**src/rtl/pipe_rx_deframer.sv**
```systemverilog
// Receive deframer behind the host pipe FIFO: hunts for a sync word, parses length/payload/checksum,
// forwards the payload through a 3-entry buffer and reports per-frame status and counters.
module pipe_rx_deframer #(
    parameter logic [15:0] SYNC_WORD = 16'hAA55,
    parameter int unsigned MAX_LEN   = 1024
) (
    input  logic        sys_clk,
    input  logic        sys_rst_n,
    output logic        rx_ready,
    input  logic        rx_valid,
    input  logic [15:0] rx_data,
    output logic        out_valid,
    input  logic        out_ready,
    output logic [15:0] out_data,
    output logic        out_last,
    output logic        frame_ok,
    output logic        frame_err,
    output logic [1:0]  err_code,
    output logic [15:0] frame_cnt,
    output logic [15:0] err_cnt
);

    localparam int unsigned RemW   = $clog2(MAX_LEN + 1);
    localparam logic [15:0] MaxLen = 16'(MAX_LEN);

    typedef enum logic [1:0] {StHunt, StLen, StData, StCsum} state_e;

    state_e            state_q;
    logic [RemW-1:0]   rem_q;
    logic [15:0]       sum_q;
    logic              frame_ok_q;
    logic              frame_err_q;
    logic [1:0]        err_code_q;
    logic [15:0]       frame_cnt_q;
    logic [15:0]       err_cnt_q;
    logic              active_q;
    logic              pend_q;

    logic [16:0]       buf_q [3];
    logic [1:0]        rd_ptr_q;
    logic [1:0]        wr_ptr_q;
    logic [1:0]        count_q;
    logic              push;
    logic              pop;

    function automatic logic [1:0] next_ptr(input logic [1:0] p);
        return (p == 2'd2) ? 2'd0 : p + 2'd1;
    endfunction

    // Budget counts the word that may already be in flight from the FIFO.
    assign rx_ready  = active_q && (({1'b0, count_q} + {2'b00, pend_q}) < 3'd3);
    assign push      = rx_valid && (state_q == StData);
    assign out_valid = (count_q != 2'd0);
    assign pop       = out_valid && out_ready;
    assign out_data  = buf_q[rd_ptr_q][15:0];
    assign out_last  = out_valid && buf_q[rd_ptr_q][16];

    assign frame_ok  = frame_ok_q;
    assign frame_err = frame_err_q;
    assign err_code  = err_code_q;
    assign frame_cnt = frame_cnt_q;
    assign err_cnt   = err_cnt_q;

    always_ff @(posedge sys_clk or negedge sys_rst_n) begin
        if (!sys_rst_n) begin
            state_q     <= StHunt;
            rem_q       <= '0;
            sum_q       <= '0;
            frame_ok_q  <= 1'b0;
            frame_err_q <= 1'b0;
            err_code_q  <= 2'd0;
            frame_cnt_q <= '0;
            err_cnt_q   <= '0;
            active_q    <= 1'b0;
            pend_q      <= 1'b0;
        end else begin
            active_q    <= 1'b1;
            pend_q      <= rx_ready;
            frame_ok_q  <= 1'b0;
            frame_err_q <= 1'b0;
            if (rx_valid) begin
                unique case (state_q)
                    StHunt: begin
                        if (rx_data == SYNC_WORD) state_q <= StLen;
                    end
                    StLen: begin
                        if (rx_data == 16'd0 || rx_data > MaxLen) begin
                            frame_err_q <= 1'b1;
                            err_code_q  <= 2'd1;
                            if (err_cnt_q != 16'hFFFF) err_cnt_q <= err_cnt_q + 16'd1;
                            state_q     <= StHunt;
                        end else begin
                            rem_q   <= RemW'(rx_data);
                            sum_q   <= rx_data;
                            state_q <= StData;
                        end
                    end
                    StData: begin
                        sum_q <= sum_q + rx_data;
                        rem_q <= rem_q - RemW'(1);
                        if (rem_q == RemW'(1)) state_q <= StCsum;
                    end
                    StCsum: begin
                        if (rx_data == sum_q) begin
                            frame_ok_q  <= 1'b1;
                            frame_cnt_q <= frame_cnt_q + 16'd1;
                        end else begin
                            frame_err_q <= 1'b1;
                            err_code_q  <= 2'd2;
                            if (err_cnt_q != 16'hFFFF) err_cnt_q <= err_cnt_q + 16'd1;
                        end
                        state_q <= StHunt;
                    end
                    default: state_q <= StHunt;
                endcase
            end
        end
    end

    always_ff @(posedge sys_clk or negedge sys_rst_n) begin
        if (!sys_rst_n) begin
            for (int i = 0; i < 3; i++) buf_q[i] <= '0;
            rd_ptr_q <= 2'd0;
            wr_ptr_q <= 2'd0;
            count_q  <= 2'd0;
        end else begin
            if (push) begin
                buf_q[wr_ptr_q] <= {rem_q == RemW'(1), rx_data};
                wr_ptr_q        <= next_ptr(wr_ptr_q);
            end
            if (pop) rd_ptr_q <= next_ptr(rd_ptr_q);
            case ({push, pop})
                2'b10:   count_q <= count_q + 2'd1;
                2'b01:   count_q <= count_q - 2'd1;
                default: count_q <= count_q;
            endcase
        end
    end

endmodule

```
**config.mk**
```make
export PLATFORM = sky130hd
export DESIGN_NAME = pipe_rx_deframer
export DESIGN_NICKNAME = d
export VERILOG_FILES = /design/src/rtl/pipe_rx_deframer.sv
export SDC_FILE = /design/constraint.sdc
export NUM_CORES = 1
export LEC_CHECK = 0
export ABC_AREA = 0
export CAP_MARGIN = 20
export CELL_PAD_IN_SITES_DETAIL_PLACEMENT = 0
export CELL_PAD_IN_SITES_GLOBAL_PLACEMENT = 1
export CORE_UTILIZATION = 35
export DETAILED_ROUTE_END_ITERATION = 6
export GPL_TIMING_DRIVEN = 0
export PLACE_DENSITY = 0.75
export SLEW_MARGIN = 20
export SYNTH_ARGS = -nofsm -noshare
export SYNTH_HDL_FRONTEND = slang
export SYNTH_SLANG_ARGS = --single-unit
```
**constraint.sdc**
```tcl
create_clock -name sys_clk -period 6.1 [get_ports sys_clk]
set_input_delay 1.22 -clock sys_clk [delete_from_list [all_inputs] [get_ports sys_clk]]
set_output_delay 1.22 -clock sys_clk [all_outputs]
set_load 0.005 [all_outputs]
```
### Word-level counts from Yosys, hierarchy flattened

Index checks and enable logic that the tools add are counted.

* magnitude comparators: 5
* $add $sub $neg: 9
* muxes and demuxes: 31
* bitwise logic cells: 2
* reductions and logical operators: 16
* equality and inequality tests: 16

Operator list (number)
* $mux 16: 4
* $pmux 16 s2: 2
* $bwmux 51: 1
* $mux 17: 3
* $bmux 17 s2: 1
* $demux 17 s2: 1
* $add 16x1->16 const B: 2
* $pmux 11 s2: 1
* $add 16x16->16: 1
* $eq 16x16->1: 1
* $eq 16x16->1 const B: 1
* $gt 16x11->1 const B: 1
* $logic_not 16->1: 1
* $ne 16x16->1 const B: 1
* $mux 2: 7
* $eq 11x1->1 const B: 1
* $mux 11: 1
* $sub 11x1->11 const B: 1
* $eq 2x2->1 const B: 5
* $reduce_and 3->1: 3
* $ne 2x2->1 const B: 4
* $pmux 2 s2: 2
* $pmux 2 s4: 1
* $reduce_bool 2->1: 4
* other kinds (15): 29

* input port bits: 20
* register bits after elaboration: 124
* output and inout bits: 55

### Logic depth before layout (Yosys ltp)

* word-level depth: 6
* depth in mapped cells: 11

### Worst setup path before layout

Ideal clock, no wire load.

* path type: input -> register
* from: input rx_data[6]
* to: register frame_cnt_q[8] (netlist: frame_cnt[8])
* path slack: 2854 ps
* cell stages on the path: 9
* data required time: 5976 ps
* path buffers: 2
* arrival: 3122 ps
* cell sequence: ha_1 -> clkbuf_1 -> nor4_1 -> nand2_1 -> nor3_1 -> and2_0 -> clkbuf_1 -> nand4_1 -> xnor2_1

* longest elaborated chain between the ends: 2

Ends and longest elaborated chain
* start: declaration: line 11 `input logic [15:0] rx_data,`
* $eq 16x16->1: line 104 `if (rx_data == sum_q) begin`
* $reduce_and 3->1 (no line)
* end signal: assignment: line 106 `frame_cnt_q <= frame_cnt_q + 16'd1;`
* end: declaration: line 34 `logic [15:0] frame_cnt_q;`

No other way between the ends.
A chain may end at the register's enable or synchronous reset.

### Worst setup path in the final report

* from: input rx_data[8]
* to: register frame_cnt_q[8] (netlist: frame_cnt[8])

The elaborated chain is that of the path after synthesis.

==> summary.txt <==
Logic synthesis
  • Top-count cell post-synth: dfrtp_1
  • Synth warn: 0
  • Number of enable flip-flop cells after synthesis: 0
  • Number of synthesized register bits: ~120
  • Syn Inst Count: 636
  • Syn Std Cell Area: 6580 sq um
  • Netlist cell types: 63
  • Sequential-to-total area share from yosys stat: 0.472
  • Dominant synthesized flop cell: dfrtp_1
  • Synthesized area per cell: 10.3 sq um
  • Most area-hungry cell type in the Yosys netlist: dfrtp_1
  • Ranking of synthesized cells by area: dfrtp_1 47%, mux2_2 8.4%, xnor2_1 5.1%, ha_1 4.2%, nand2_1 4.1%
  • Yosys top cell area share: 0.472
  • Synth cell count leaders: 124 x dfrtp_1, 72 x nand2_1, 49 x mux2_2
  • Post-synth ARST share: 1.00
  • Syn_nets: about 680

Flow run
  • Max-Cap Viols: 0

Clock network
  • CTS buffer count: 17
  • CTS Sinks: around 120
  • Clock latency on the worst-skew pair: 0.41 ns
  • Post-CTS setup buffers: 0
  • H-tree Lvls: 4
  • Root Driver: clkbuf_16
  • Reg clk slew, reported paths: 0.05 ns
  • Max clock buf depth: 2
  • Number of gates resized after cts: 0
  • CTS tree: done
  • CTS Hold Buffers Added: 0

STA
  • WHS: approximately 0.48 ns
  • Fin crit share: 0.660
  • Worst Tran Pin Value: roughly 0.84 ns
  • F_max: around 250 MHz
  • Max-slew violation count: 0
  • Worst clock skew: ~0.0067 ns
  • Hold Violations, Final: 0
  • Period minus WS final: between 4 and 5 ns
  • Final worst slack: 2.07 ns
  • Relative slew slack: 0.435
  • RSZ-0062 raised after global routing: no
  • Final Setup Violations: 0

Die
  • Starting Density: 0.361
  • Die Y-Extent: about 140 um
  • Core Area: ~18000 sq um
  • Die width: between 100 and 150 um
  • Site row count: between 40 and 50
  • Ports: 75
  • Die area: 19300 sq um

Finish
  • Final Cell Area: 8200 sq um
  • Storage cell area: 3100 sq um
  • Area growth, synth to finish: 24.7%
  • Area of the multi-input gates: about 3300 sq um
  • NumNets Final: just under 800
  • Ant diodes: 0
  • Filler cells: roughly 1700
  • Layout cell share with drive strength beyond 1: 0.132

Drt
  • DRT antenna net count: 0
  • DR DRC count: 4
  • Drt total wl: between 15 and 20 mm
  • DR vias/cell: ~5.3
  • Initial DRT Pass Iterations: 7
  • Initial DRC Count: 283
  • Wirelength per Cell: 16.8 um
  • Via Count: about 5100

Place
  • Routability cong.: 0.937
  • Pre-CTS setup slack: 1.64 ns
  • Dpl hpwl: about 12 mm
  • Port bufs: 73
  • Placed inst area: about 7600 sq um

Power and ir drop
  • Seq pwr share: 0.413
  • Logic pwr share: 0.109
  • Sw frac: 0.237
  • Cell Int Power: around 1.6 mW
  • Static leakage: between 3 and 4 nW
  • Switching pwr: 0.489 mW
  • Clock power frac: 0.477
  • Max IR drop VDD: 176 uV
  • Power per cell area: 252 nW/um^2

GRT
  • Vias in the first global route: approximately 5200
  • GRT Util Overall: 0.179
  • Largest net degree at the start of global routing: 74
  • First-pass GRT wire length: around 27 mm
  • Global route overflow: 0
  • Initial antenna violation count: 0

Worst setup path
  • Worst path required time: around 6.4 ns
  • Startpoint types: primary input
  • Crit path DAT: roughly 4.3 ns
  • Crit path max fanout: 8
  • Nature of the critical path endpoint: flop
  • Crit Path Category: in2reg

Status
  • Run status: complete, but fails checks
  • Violated checks: DRC

Min path
  • Min-Delay Path Class: reg2reg
[per-layer routing]
metal	vias to the layer above	GRT usage	wire [um]
li1	2469	-	-
met1	2546	0.230	7570
met2	100	0.298	7880
met3	19	0.0352	569
met4	0	0.0673	294
met5	-	0	0
[per-stage QoR]
step / util / std cells / total power, mW / TNS (ns)
detailed placement: 0.419 / 939 / 1.10 / 0
finish: 0.450 / 970 / 2.07 / 0
CTS: 0.450 / 970 / 2.10 / 0
global route: 0.450 / 970 / 2.16 / 0
global placement: 0.417 / 938 / 1.09 / -125.10
floorplan: - / 636 / 0.996 / 0
[critical path: stages]
cell             delay (ns)
clkdlybuf4s50_1        0.78
ha_1                   0.32
clkbuf_1               0.18
nor4_1                 0.35
nand2_1                0.13
nor3_1                 0.55
and2_0                 0.21
clkbuf_1               0.25
nand4_1                0.17
xnor2_1                0.15
[layout by cell type, fill, tap and decap left out, types with 7 or more instances in the layout]
cell,n
clkbuf_1,21
nor2_1,38
o22ai_1,7
nand2_1,72
o21ai_0,43
ha_1,22
xnor2_1,38
and3_1,11
nand4_1,15
a21oi_1,26
dfrtp_1,124
inv_1,13
mux2_2,49
mux2i_1,22
xor2_1,10
clkdlybuf4s50_1,72
nor3_1,14
clkbuf_16,17
a21o_1,7
nand3_1,23
[registers in the layout (all words and copies together) (netlist names), named ones only]
signal     cells
state_q        1
err_cnt       16
wr_ptr_q       2
frame_err      1
pend_q         1
rem_q         11
err_code       2
active_q       1
sum_q         16
count_q        2
buf_q         51
frame_ok       1
rd_ptr_q       2
frame_cnt     16
[final timing paths]
| path | from | endpoint | slack [ns] | cells after the start |
|---|---|---|---|---|
| min in group asynchronous | sys_rst_n | rem_q[4] | 0.75 | 1 |
| worst max register to register | flop | buf_q[46] | 3.20 | 9 |
| worst max-delay path | rx_data[8] | frame_cnt[8] | 2.07 | 10 |
| worst min-delay path | frame_cnt[15] | frame_cnt[15] | 0.48 | 1 |
| max in group asynchronous | sys_rst_n | buf_q[29] | 4.63 | 2 |
| worst min register to register | frame_cnt[15] | frame_cnt[15] | 0.48 | 1 |
[layout make-up]
cell class                 instances  area share
buffer                            28      0.0182
clock buffer                      23      0.0559
clock inverter                     8      0.0143
inverter                          13     0.00595
multi-input combinational        471       0.400
sequential                       124       0.378
tap                              229      0.0349
timing repair buffer              74      0.0926
[logic make-up after synthesis]
kind of cell / count (synthesis) / synth area share
AND/OR/NAND/NOR: 206 / 0.153
AO/OA/AOI/OAI: 119 / 0.113
XOR/XNOR: 48 / 0.0639
buffers and inverters: 41 / 0.0301
multiplexers: 74 / 0.123
adder cells (fa/ha/maj): 23 / 0.0449
flip-flops: 124 / 0.472
other: 1 / 0.000570
[power by group through the flow]
| stage | sequential, mW | clock (mW) | combinational (mW) |
|---|---|---|---|
| after floorplan | 0.864 | 0 | 0.132 |
| after global placement | 0.867 | 0 | 0.223 |
| after detailed placement | 0.867 | 0 | 0.232 |
| after CTS | 0.853 | 1.01 | 0.233 |
| after global routing | 0.855 | 1.05 | 0.252 |
| final | 0.854 | 0.986 | 0.226 |
(Power assumes the default switching activity.)
